File: config.mk
export PLATFORM = sky130hd
export DESIGN_NAME = flux_frame_ctrl_flat
export DESIGN_NICKNAME = d
export VERILOG_FILES = /design/src/rtl/flux_frame_ctrl_if.sv /design/src/rtl/flux_frame_ctrl.sv /design/src/flat_wrapper.sv
export SDC_FILE = /design/constraint.sdc
export NUM_CORES = 1
export LEC_CHECK = 0
export CAP_MARGIN = 20
export CORE_ASPECT_RATIO = 1.75
export CORE_UTILIZATION = 34
export DETAILED_ROUTE_END_ITERATION = 10
export SLEW_MARGIN = 10
export SYNTH_ARGS = -nofsm -noshare
export SYNTH_HDL_FRONTEND = slang
export SYNTH_SLANG_ARGS = --single-unit
File: constraint.sdc
create_clock -name clk -period 3.1 [get_ports clk]
set_clock_uncertainty 0.05 [all_clocks]
set_input_delay 0.775 -clock clk [delete_from_list [all_inputs] [get_ports clk]]
set_output_delay 0.775 -clock clk [all_outputs]
set_load 0.03 [all_outputs]
File: src/rtl/flux_frame_ctrl_if.sv
// Magnitude stream from the FFT into the frame controller.
// The master drives valid/last/mag and the slave answers with ready.
interface flux_frame_ctrl_if #(
    parameter int W = 16
);
    logic         in_valid;
    logic         in_last;
    logic [W-1:0] in_mag;
    logic         in_ready;

    modport master (
        output in_valid,
        output in_last,
        output in_mag,
        input  in_ready
    );

    modport slave (
        input  in_valid,
        input  in_last,
        input  in_mag,
        output in_ready
    );
endinterface

File: src/rtl/flux_frame_ctrl.sv
// Frame aligner and beat post-processor for the spectral flux block.
// It discards or pads FFT bins so that the flux block always sees whole
// N-bin frames. It also turns raw flux beats into single-cycle events,
// with a refractory hold-off counted in flux frames.
module flux_frame_ctrl #(
    parameter int N              = 8,
    parameter int W              = 16,
    parameter int HOLDOFF_FRAMES = 4,
    parameter int CNT_W          = 16
) (
    input  logic             clk,
    input  logic             reset,
    input  logic             enable,
    input  logic             clear_err,
    flux_frame_ctrl_if.slave up,
    output logic             mag_valid,
    output logic [W-1:0]     mag_sq,
    input  logic             flux_frame_done,
    input  logic             flux_beat,
    output logic             beat_pulse,
    output logic [CNT_W-1:0] beat_count,
    output logic [CNT_W-1:0] frame_count,
    output logic             sync_err,
    output logic             busy
);
    localparam int BIN_W = $clog2(N);
    localparam int PAD_W = $clog2(N + 1);
    localparam int HO_W  = (HOLDOFF_FRAMES > 0) ? $clog2(HOLDOFF_FRAMES + 1) : 1;

    typedef enum logic [1:0] {
        IDLE   = 2'd0,
        SYNC   = 2'd1,
        STREAM = 2'd2,
        PAD    = 2'd3
    } state_t;

    state_t             state_r, state_s;
    logic [BIN_W-1:0]   bin_cnt_r, bin_cnt_s;
    logic [PAD_W-1:0]   pad_left_r, pad_left_s;
    logic               pad_to_stream_r, pad_to_stream_s;
    logic [HO_W-1:0]    holdoff_cnt_r, holdoff_cnt_s;
    logic               mag_valid_r, mag_valid_s;
    logic [W-1:0]       mag_sq_r, mag_sq_s;
    logic               beat_pulse_r;
    logic [CNT_W-1:0]   beat_count_r, frame_count_r;
    logic               sync_err_r;
    logic               busy_r;
    logic               in_ready_s, accept_s, err_set_s, beat_acc_s;

    // Ready depends only on the current state; samples are taken in SYNC and STREAM.
    always_comb begin
        in_ready_s = (state_r == SYNC) || (state_r == STREAM);
        accept_s   = up.in_valid && in_ready_s;
    end

    assign up.in_ready = in_ready_s;

    // Framing FSM: next state, bin/pad counters and the sample to emit.
    always_comb begin
        state_s         = state_r;
        bin_cnt_s       = bin_cnt_r;
        pad_left_s      = pad_left_r;
        pad_to_stream_s = pad_to_stream_r;
        mag_valid_s     = 1'b0;
        mag_sq_s        = mag_sq_r;
        err_set_s       = 1'b0;
        case (state_r)
            IDLE: begin
                if (enable) state_s = SYNC;
                else        state_s = IDLE;
            end
            SYNC: begin
                // A frame boundary takes priority over a simultaneous disable.
                if (accept_s && up.in_last) begin
                    state_s   = STREAM;
                    bin_cnt_s = BIN_W'(0);
                end else if (!enable) begin
                    state_s = IDLE;
                end else begin
                    state_s = SYNC;
                end
            end
            STREAM: begin
                if (accept_s) begin
                    mag_valid_s = 1'b1;
                    mag_sq_s    = up.in_mag;
                    if (bin_cnt_r == BIN_W'(N - 1)) begin
                        bin_cnt_s = BIN_W'(0);
                        if (!up.in_last) begin
                            err_set_s = 1'b1;
                            state_s   = SYNC;
                        end else begin
                            state_s = STREAM;
                        end
                    end else if (up.in_last) begin
                        // Early last: fill the rest of the frame with zeros.
                        err_set_s       = 1'b1;
                        state_s         = PAD;
                        pad_left_s      = PAD_W'(N - 1) - PAD_W'(bin_cnt_r);
                        pad_to_stream_s = 1'b1;
                    end else begin
                        bin_cnt_s = bin_cnt_r + BIN_W'(1);
                    end
                end else if (!enable) begin
                    if (bin_cnt_r == BIN_W'(0)) begin
                        state_s = IDLE;
                    end else begin
                        state_s         = PAD;
                        pad_left_s      = PAD_W'(N) - PAD_W'(bin_cnt_r);
                        pad_to_stream_s = 1'b0;
                    end
                end else begin
                    state_s = STREAM;
                end
            end
            PAD: begin
                mag_valid_s = 1'b1;
                mag_sq_s    = {W{1'b0}};
                pad_left_s  = pad_left_r - PAD_W'(1);
                if (pad_left_r == PAD_W'(1)) begin
                    bin_cnt_s = BIN_W'(0);
                    if (pad_to_stream_r) state_s = STREAM;
                    else                 state_s = IDLE;
                end else begin
                    state_s = PAD;
                end
            end
            default: begin
                state_s = IDLE;
            end
        endcase
    end

    // Hold-off: an accepted beat reloads the counter, and each flux frame drains it.
    always_comb begin
        beat_acc_s = flux_beat && (holdoff_cnt_r == HO_W'(0));
        if (beat_acc_s) begin
            holdoff_cnt_s = HO_W'(HOLDOFF_FRAMES);
        end else if (flux_frame_done && (holdoff_cnt_r != HO_W'(0))) begin
            holdoff_cnt_s = holdoff_cnt_r - HO_W'(1);
        end else begin
            holdoff_cnt_s = holdoff_cnt_r;
        end
    end

    // State and output registers; the synchronous reset abandons any frame in flight.
    always_ff @(posedge clk) begin
        if (reset) begin
            state_r         <= IDLE;
            bin_cnt_r       <= BIN_W'(0);
            pad_left_r      <= PAD_W'(0);
            pad_to_stream_r <= 1'b0;
            holdoff_cnt_r   <= HO_W'(0);
            mag_valid_r     <= 1'b0;
            mag_sq_r        <= {W{1'b0}};
            beat_pulse_r    <= 1'b0;
            beat_count_r    <= {CNT_W{1'b0}};
            frame_count_r   <= {CNT_W{1'b0}};
            sync_err_r      <= 1'b0;
            busy_r          <= 1'b0;
        end else begin
            state_r         <= state_s;
            bin_cnt_r       <= bin_cnt_s;
            pad_left_r      <= pad_left_s;
            pad_to_stream_r <= pad_to_stream_s;
            holdoff_cnt_r   <= holdoff_cnt_s;
            mag_valid_r     <= mag_valid_s;
            mag_sq_r        <= mag_sq_s;
            beat_pulse_r    <= beat_acc_s;
            busy_r          <= (state_s != IDLE);
            if (beat_acc_s && (beat_count_r != {CNT_W{1'b1}})) begin
                beat_count_r <= beat_count_r + CNT_W'(1);
            end else begin
                beat_count_r <= beat_count_r;
            end
            if (flux_frame_done) begin
                frame_count_r <= frame_count_r + CNT_W'(1);
            end else begin
                frame_count_r <= frame_count_r;
            end
            // A framing error in the same cycle wins over clear_err.
            if (err_set_s) begin
                sync_err_r <= 1'b1;
            end else if (clear_err) begin
                sync_err_r <= 1'b0;
            end else begin
                sync_err_r <= sync_err_r;
            end
        end
    end

    assign mag_valid   = mag_valid_r;
    assign mag_sq      = mag_sq_r;
    assign beat_pulse  = beat_pulse_r;
    assign beat_count  = beat_count_r;
    assign frame_count = frame_count_r;
    assign sync_err    = sync_err_r;
    assign busy        = busy_r;
endmodule

File: src/flat_wrapper.sv
// flat-port wrapper written by rule: the top's interface ports become plain ports
module flux_frame_ctrl_flat 
#(
    parameter int N              = 8,
    parameter int W              = 16,
    parameter int HOLDOFF_FRAMES = 4,
    parameter int CNT_W          = 16
)
  (clk, reset, enable, clear_err, mag_valid, mag_sq, flux_frame_done, flux_beat, beat_pulse, beat_count, frame_count, sync_err, busy, up_in_valid, up_in_last, up_in_mag, up_in_ready);
  flux_frame_ctrl_if #(.W(W)) up_i ();
  input  logic clk;
  input  logic reset;
  input  logic enable;
  input  logic clear_err;
  output logic mag_valid;
  output logic [W-1:0] mag_sq;
  input  logic flux_frame_done;
  input  logic flux_beat;
  output logic beat_pulse;
  output logic [CNT_W-1:0] beat_count;
  output logic [CNT_W-1:0] frame_count;
  output logic sync_err;
  output logic busy;
  input wire logic [$bits(up_i.in_valid)-1:0] up_in_valid;
  input wire logic [$bits(up_i.in_last)-1:0] up_in_last;
  input wire logic [$bits(up_i.in_mag)-1:0] up_in_mag;
  output wire logic [$bits(up_i.in_ready)-1:0] up_in_ready;
  assign up_i.in_valid = up_in_valid;
  assign up_i.in_last = up_in_last;
  assign up_i.in_mag = up_in_mag;
  assign up_in_ready = up_i.in_ready;
  flux_frame_ctrl #(.N(N), .W(W), .HOLDOFF_FRAMES(HOLDOFF_FRAMES), .CNT_W(CNT_W)) u_core (.clk(clk), .reset(reset), .enable(enable), .clear_err(clear_err), .up(up_i), .mag_valid(mag_valid), .mag_sq(mag_sq), .flux_frame_done(flux_frame_done), .flux_beat(flux_beat), .beat_pulse(beat_pulse), .beat_count(beat_count), .frame_count(frame_count), .sync_err(sync_err), .busy(busy));
endmodule
==> flow_summary.json, run 1 <==
{
  "clock_latency_ps": 330,
  "syn_to_final_growth_pct": 35.91,
  "synth_cell_type_count": 54,
  "clk_path_buf_depth": 2,
  "dp_cells": 553,
  "synth.top_cell.area_share": 0.4064,
  "worstSetupPathType": "reg2out",
  "syn_nets": 409,
  "fin_cells": 569,
  "finalSetupTns_ps": 0,
  "hold_path_class": "reg2reg",
  "grt_usage": 0.1800,
  "crit_chain": "inv_1 > ha_1 > clkdlybuf4s50_1",
  "path_buf_inv": 2,
  "cp_top_family": "buffers and inverters",
  "cts_max_level": 3,
  "die_w_um": 75.36,
  "dr.pass1.iters": 4,
  "drc": 0,
  "num_io_pins": 77,
  "cts_tree": "done",
  "synth_edf_count": 0,
  "gp_congestion": 0.8829,
  "synth.largest_area_cell": "dfxtp_1",
  "ys_async_sr_fraction": 0,
  "setup_viol": 0,
  "ys_warn_count": 0,
  "start_kind": "register",
  "critPathArrivalTime_ps": 2090,
  "cp.required_ps": 2270,
  "ys_ff_latch": 65,
  "die_h_um": 130.4,
  "grt_setup_unrepaired": "false",
  "multiInputGateArea_um2": 1758,
  "crit_slowest_cell": "clkdlybuf4s50_1",
  "end_kind": "output port",
  "synth_most_common_cell": "dfxtp_1",
  "grt_overflow_total": 0,
  "die_area_um2": 9824,
  "cts_setup_buffers": 0,
  "synthesis.area_um2": 3202,
  "clockRootBuffer": "clkbuf_16",
  "port_buffers": 76,
  "fillCellCount": 947,
  "hold_slack_ps": 431.7,
  "routed_wl_um": 8341,
  "period_share": 0.9395,
  "worst_slew_pin_slew_ps": 770.4,
  "period_needed_ps": 2912,
  "place_hpwl_um": 6092,
  "fin_nets": 484,
  "synth_area_per_cell_um2": 8.677,
  "vias": 3021,
  "synthCells": 369,
  "synth_flop_cell": "dfxtp_1",
  "hold_viol_final": 0,
  "fmax_mhz": 343.4,
  "ant_nets": 0,
  "ir_drop_uv": 311.1,
  "final-seq-area_um2": 1301,
  "cp_max_fo": 13,
  "grt_pass1_wl_um": 13510,
  "rows": 46,
  "grt_antenna_before_repair": 0,
  "ys_seq_area_frac": 0.4064,
  "grt_max_degree": 37,
  "grt_pass1_vias": 2948,
  "first_iter_violations": 161,
  "post_cts.resized_instances": 0,
  "crit_path_max_incr_delay_ps": 740,
  "cts_made_buffers": 9,
  "clkSlewWorstSetupHoldPaths_ps": 60,
  "ctsHoldBuffers": 0,
  "power_leakage_nw": 1.552,
  "status": "finished clean",
  "power_density_nw_per_um2": 466.0,
  "max_slew_margin": 0.4845,
  "yosys-top-cells-count": "65 x dfxtp_1, 50 x nor2_1, 21 x nand2_1",
  "synthTopCellsByArea": "dfxtp_1 41%, ha_1 6.3%, nor2_1 5.9%",
  "via_per_inst": 5.309,
  "slew_violations": 0,
  "wl_per_cell_um": 14.66,
  "drv_cap": 0,
  "start_util": 0.3521,
  "coreArea_um2": 9094,
  "layout-drive-gt1-share": 0.08018,
  "clkSinkCount": 65,
  "antenna_cells": 0
}
-- power breakdown --
part / internal, mW / leakage (nW) / switching (mW)
Clock: 0.563 / 0.135 / 0.373
Sequential: 0.859 / 0.525 / 0.0184
Combinational: 0.0976 / 0.892 / 0.118
-- stage by stage --
step	setup WS, ps	cell area [um2]	utilization	total power [mW]
floorplan	977.2	3202	-	1.027
global placement	369.0	4070	0.4476	1.108
detailed placement	363.8	4070	0.4476	1.111
CTS	173.6	4352	0.4785	2.064
global route	93.22	4352	0.4785	2.124
finish	187.6	4352	0.4785	2.028
-- per-layer routing --
layer,part of all wire,wire length (um),GRT usage,vias up
li1,-,-,-,1480
met1,0.39,3286,0.1834,1463
met2,0.55,4578,0.3351,60
met3,0.027,223,0.03221,18
met4,0.030,251,0.09586,0
met5,0,0,0,-
-- state kept, by name, summed over array words and instances (netlist names), 2 cells and up --
register,cells
u_core.state_r,2
u_core.frame_count,16
u_core.mag_sq,16
u_core.beat_count,16
u_core.bin_cnt_r,3
u_core.pad_left_r,4
u_core.holdoff_cnt_r,3
-- worst register-to-register path, stage by stage (launching register included) --
cell and delay, ps:
dfxtp_1 400, inv_1 90, ha_1 460, a211o_1 400, a31oi_1 400, o21ai_0 170
a32o_1 220
-- layout by cell type (no fill, tap or decap), types with 6 or more instances in the layout --
cell type,instances
clkbuf_16,9
ha_1,16
o21ai_0,13
dfxtp_1,65
a22oi_1,16
nor2_1,50
nand2_1,21
inv_1,17
xor2_1,7
a21oi_1,19
nand3_1,12
nand4_1,11
mux2_2,8
clkdlybuf4s50_1,75
or3_1,6
a211oi_1,6
nor2b_1,9
-- logic make-up (layout without fill, tap and decap cells) --
group,count (synthesis),in the layout,synth area share
XOR/XNOR,12,12,0.03283
buffers and inverters,35,115,0.04455
multiplexers,13,13,0.04377
AO/OA/AOI/OAI,84,84,0.1798
flip-flops,65,65,0.4064
AND/OR/NAND/NOR,144,144,0.2302
adder cells (fa/ha/maj),16,16,0.06252
-- final timing paths --
kind                      from                   end  slack, ps  cells past startpoint
min reg2reg    u_core.sync_err       u_core.sync_err        430                      2
max          u_core.state_r[0]           up_in_ready        190                      3
min            u_core.sync_err       u_core.sync_err        430                      2
max reg2reg  u_core.state_r[0]  u_core.pad_left_r[2]        800                      6
-- area by class of cell --
cell class                      count  area share
Clock buffer                       10     0.05492
Tap cell                          120     0.03450
Clock inverter                      6    0.009776
Multi-Input combinational cell    269      0.4040
Timing Repair Buffer               81      0.1823
Inverter                           18     0.01553
Sequential cell                    65      0.2990
No activity file was read; power rests on OpenSTA's default activity.
==> run 2, diff against run 1 <==
Settings changed: GPL_ROUTABILITY_DRIVEN from default to 0, SLEW_MARGIN 10 to default.
==> flow_summary.json, run 2 (same netlist as run 1, synthesis figures left out) <==
{
  "status": "finished clean",
  "clkSlewWorstSetupHoldPaths_ps": 60,
  "end_kind": "output port",
  "drv_cap": 0,
  "worst_slew_pin_slew_ps": 817.4,
  "final_cell_mix": "75 x clkdlybuf4s50_1, 65 x dfxtp_1, 50 x nor2_1",
  "place_area_um2": 4078,
  "dp_cells": 554,
  "ctsHoldBuffers": 0,
  "antenna_cells": 0,
  "startpoint": "u_core.state_r[1]",
  "final_area_um2": 4374,
  "critPathArrivalTime_ps": 2080,
  "grt_max_degree": 37,
  "via_per_inst": 5.286,
  "start_kind": "register",
  "clkSinkCount": 65,
  "clk_path_buf_depth": 2,
  "setup_viol": 0,
  "cts_setup_buffers": 0,
  "min_from": "u_core.sync_err",
  "sw_frac_of_total": 0.2471,
  "ir_drop_uv": 279.7,
  "fin_nets": 485,
  "dr.pass1.iters": 4,
  "wl_per_cell_um": 14.81,
  "die_h_um": 130.4,
  "vias": 3013,
  "worstSetupPathType": "reg2out",
  "hold_path_class": "reg2reg",
  "post_cts.resized_instances": 0,
  "syn_to_final_growth_pct": 36.62,
  "grt_pass1_wl_um": 13480,
  "cp_max_fo": 13,
  "period_share": 0.9375,
  "ant_nets": 0,
  "finalSetupTns_ps": 0,
  "die_area_um2": 9824,
  "num_io_pins": 77,
  "drc": 0,
  "power_density_nw_per_um2": 480.1,
  "seq_power_share": 0.417,
  "period_needed_ps": 2906,
  "fillCellCount": 904,
  "hold_viol_final": 0,
  "max_slew_margin": 0.4530,
  "die_w_um": 75.36,
  "start_util": 0.3521,
  "rows": 46,
  "grt_setup_unrepaired": "false",
  "clockRootBuffer": "clkbuf_16",
  "cp.required_ps": 2270,
  "fmax_mhz": 344.1,
  "layout-drive-gt1-share": 0.08000,
  "total_power_mw": 2.100,
  "power_leakage_nw": 1.562,
  "hold_slack_ps": 435.3,
  "p_int_mw": 1.581,
  "cts_max_level": 3,
  "grt_usage": 0.1815,
  "fin_cells": 570,
  "setup_ws_ps": 193.8,
  "port_buffers": 76,
  "clock_latency_ps": 330,
  "routed_wl_um": 8439,
  "p_clk_frac": 0.480,
  "slew_violations": 0,
  "cts_made_buffers": 9,
  "grt_antenna_before_repair": 0,
  "grt_pass1_vias": 2844,
  "switchingPower_uw": 518.9,
  "place_ws_ps": 384.1,
  "cts_tree": "done",
  "coreArea_um2": 9094,
  "timing.rr.start": "u_core.state_r[1]",
  "grt_overflow_total": 0,
  "final_util": 0.4810,
  "place_hpwl_um": 6100,
  "layout_commonest_cell": "clkdlybuf4s50_1",
  "combPwrFrac": 0.103,
  "first_iter_violations": 158
}
## run 2: cell types whose count changed in the layout (fill, tap and decap cells not counted), sizes merged
| cell | delta |
|---|---|
| bufinv | +1 |
| clkinv | -1 |
| buf | +1 |
## run 2: final timing paths
| kind | to | depth (start not counted) | slack, ps |
|---|---|---|---|
| min reg2reg | u_core.sync_err | 2 | 440 |
| max | up_in_ready | 3 | 190 |
| min | u_core.sync_err | 2 | 440 |
| max reg2reg | u_core.pad_left_r[2] | 6 | 760 |
## run 2: final cells by class
| class | instances | area (um2) | area share |
|---|---|---|---|
| well taps | 120 | 150.1 | 0.03432 |
| repair buffers | 82 | 800.8 | 0.1831 |
| clock inverters | 6 | 67.56 | 0.01545 |
| clock buffers | 10 | 229.0 | 0.05235 |
| flip-flops and latches | 65 | 1301 | 0.2975 |
| inverters | 18 | 67.56 | 0.01545 |
| multi-input cells | 269 | 1758 | 0.4019 |
## run 2: critical path, stage by stage (launching register included)
cell and delay [ps]:
dfxtp_1 390, inv_1 80, ha_1 530, clkdlybuf4s50_1 750
## run 2: power by group through the flow
stage	registers, mW	clock network (mW)	logic (mW)
5_1_grt	0.879	1.07	0.237
3_5_place_dp	0.894	0	0.216
4_1_cts	0.876	1.04	0.217
2_1_floorplan	0.914	0	0.113
6_report	0.876	1.01	0.216
3_3_place_gp	0.894	0	0.212
## run 2: routing by layer
layer | up-vias | track usage | part of all wire
met3 | 19 | 0.03374 | 0.029
met2 | 58 | 0.3283 | 0.54
met5 | - | 0 | 0
li1 | 1494 | - | -
met4 | 0 | 0.09586 | 0.028
met1 | 1442 | 0.1933 | 0.41
==> run 3, diff against run 2 <==
Clock period 3.1 ns to 2.4 ns, I/O delays scaled along.
==> flow_summary.json, run 3 (same netlist as run 1, synthesis figures left out) <==
{
  "status": "finished clean",
  "setup_viol": 0,
  "hold_slack_ps": 440.4,
  "p_clk_frac": 0.501,
  "grt_overflow_total": 0,
  "final-seq-area_um2": 1301,
  "routed_wl_um": 8451,
  "clkSlewWorstSetupHoldPaths_ps": 50,
  "ir_drop_uv": 439.1,
  "grt_antenna_before_repair": 0,
  "clock_latency_ps": 330,
  "grt_max_degree": 71,
  "max_slew_margin": 0.4925,
  "grt_pass1_wl_um": 13610,
  "clkSinkCount": 65,
  "layout_commonest_cell": "clkdlybuf4s50_1",
  "worstSetupPathType": "reg2out",
  "via_per_inst": 5.174,
  "power_density_nw_per_um2": 629.0,
  "clk_path_buf_depth": 2,
  "period_needed_ps": 2229,
  "place_hpwl_um": 6065,
  "cts_tree": "done",
  "cp_max_fo": 4,
  "slew_violations": 0,
  "start_util": 0.3521,
  "multiInputGateArea_um2": 1758,
  "layout-drive-gt1-share": 0.1137,
  "seq_power_share": 0.397,
  "vias": 3032,
  "clockRootBuffer": "clkbuf_16",
  "combPwrFrac": 0.102,
  "drv_cap": 0,
  "cp.required_ps": 1750,
  "cts_made_buffers": 9,
  "final_area_um2": 4539,
  "die_w_um": 75.36,
  "place_area_um2": 4210,
  "rows": 46,
  "sw_frac_of_total": 0.2265,
  "die_area_um2": 9824,
  "critPathArrivalTime_ps": 1580,
  "fmax_mhz": 448.7,
  "grt_usage": 0.1847,
  "drc": 0,
  "startpoint": "u_core.state_r[1]",
  "power_leakage_nw": 1.671,
  "syn_to_final_growth_pct": 41.77,
  "worst_slew_pin_slew_ps": 759.6,
  "grt_setup_unrepaired": "false",
  "first_iter_violations": 127,
  "period_share": 0.9286,
  "start_kind": "register",
  "whs_path_depth": 2,
  "hold_viol_final": 0,
  "ant_nets": 0,
  "final_cell_mix": "74 x clkdlybuf4s50_1, 65 x dfxtp_1, 50 x nor2_1",
  "fin_nets": 501,
  "hold_path_class": "reg2reg",
  "coreArea_um2": 9094,
  "antenna_cells": 0,
  "cts_max_level": 3,
  "wl_per_cell_um": 14.42,
  "port_buffers": 76,
  "grt_pass1_vias": 2890,
  "switchingPower_uw": 646.7,
  "min_from": "u_core.frame_count[15]",
  "num_io_pins": 77,
  "reg2reg_depth": 7,
  "die_h_um": 130.4,
  "timing.rr.start": "u_core.state_r[1]",
  "dr.pass1.iters": 5,
  "fillCellCount": 920,
  "p_int_mw": 2.209,
  "end_kind": "output port"
}
-- run 3: metrics by stage --
stage / power [mW] / util / setup slack [ps] / cells / setup TNS [ps]
2_1_floorplan: 1.327 / - / 277.2 / 369 / 0
3_3_place_gp: 1.445 / 0.4622 / -121.9 / 569 / -1691
3_5_place_dp: 1.448 / 0.4630 / -17.41 / 570 / -20.96
4_1_cts: 2.899 / 0.4992 / 138.5 / 586 / 0
5_1_grt: 2.981 / 0.4992 / 40.43 / 586 / 0
6_report: 2.855 / 0.4992 / 171.4 / 586 / 0
-- run 3: path summary, 6_finish.rpt --
path | end | slack, ps
setup reg to reg | u_core.bin_cnt_r[1] | 210
hold / removal | u_core.frame_count[15] | 440
hold reg to reg | u_core.frame_count[15] | 440
setup / recovery | up_in_ready | 170
-- run 3: timing repair --
action                     in CTS  in global routing
hold buffers                    0                  0
setup endpoints to repair       1                  0
setup buffers                   0                  0
gates resized for setup         1                  0
-- run 3: cell type report --
class | count | area share
clock buffers | 11 | 0.05568
clock inverters | 5 | 0.01709
inverters | 18 | 0.01488
multi-input cells | 269 | 0.3873
flip-flops and latches | 65 | 0.2867
well taps | 120 | 0.03308
repair buffers | 98 | 0.2053
-- run 3: per-layer routing --
layer | global-route usage | share of wire | up-vias
met2 | 0.3356 | 0.55 | 48
met1 | 0.1943 | 0.40 | 1447
met4 | 0.08170 | 0.025 | 0
met3 | 0.04678 | 0.029 | 16
li1 | - | - | 1521
met5 | 0 | 0 | -
-- run 3: power by group through the flow --
stage	logic [mW]	registers [mW]	clock network (mW)
3_3_place_gp	0.290	1.15	0
3_5_place_dp	0.293	1.16	0
6_report	0.292	1.13	1.43
2_1_floorplan	0.146	1.18	0
5_1_grt	0.323	1.14	1.52
4_1_cts	0.295	1.13	1.47
-- run 3: worst max-delay path, cell delays in order (launching register included) --
cell           delay (ps)
dfxtp_1               390
inv_1                  80
ha_1                  360
dlygate4sd2_1         420
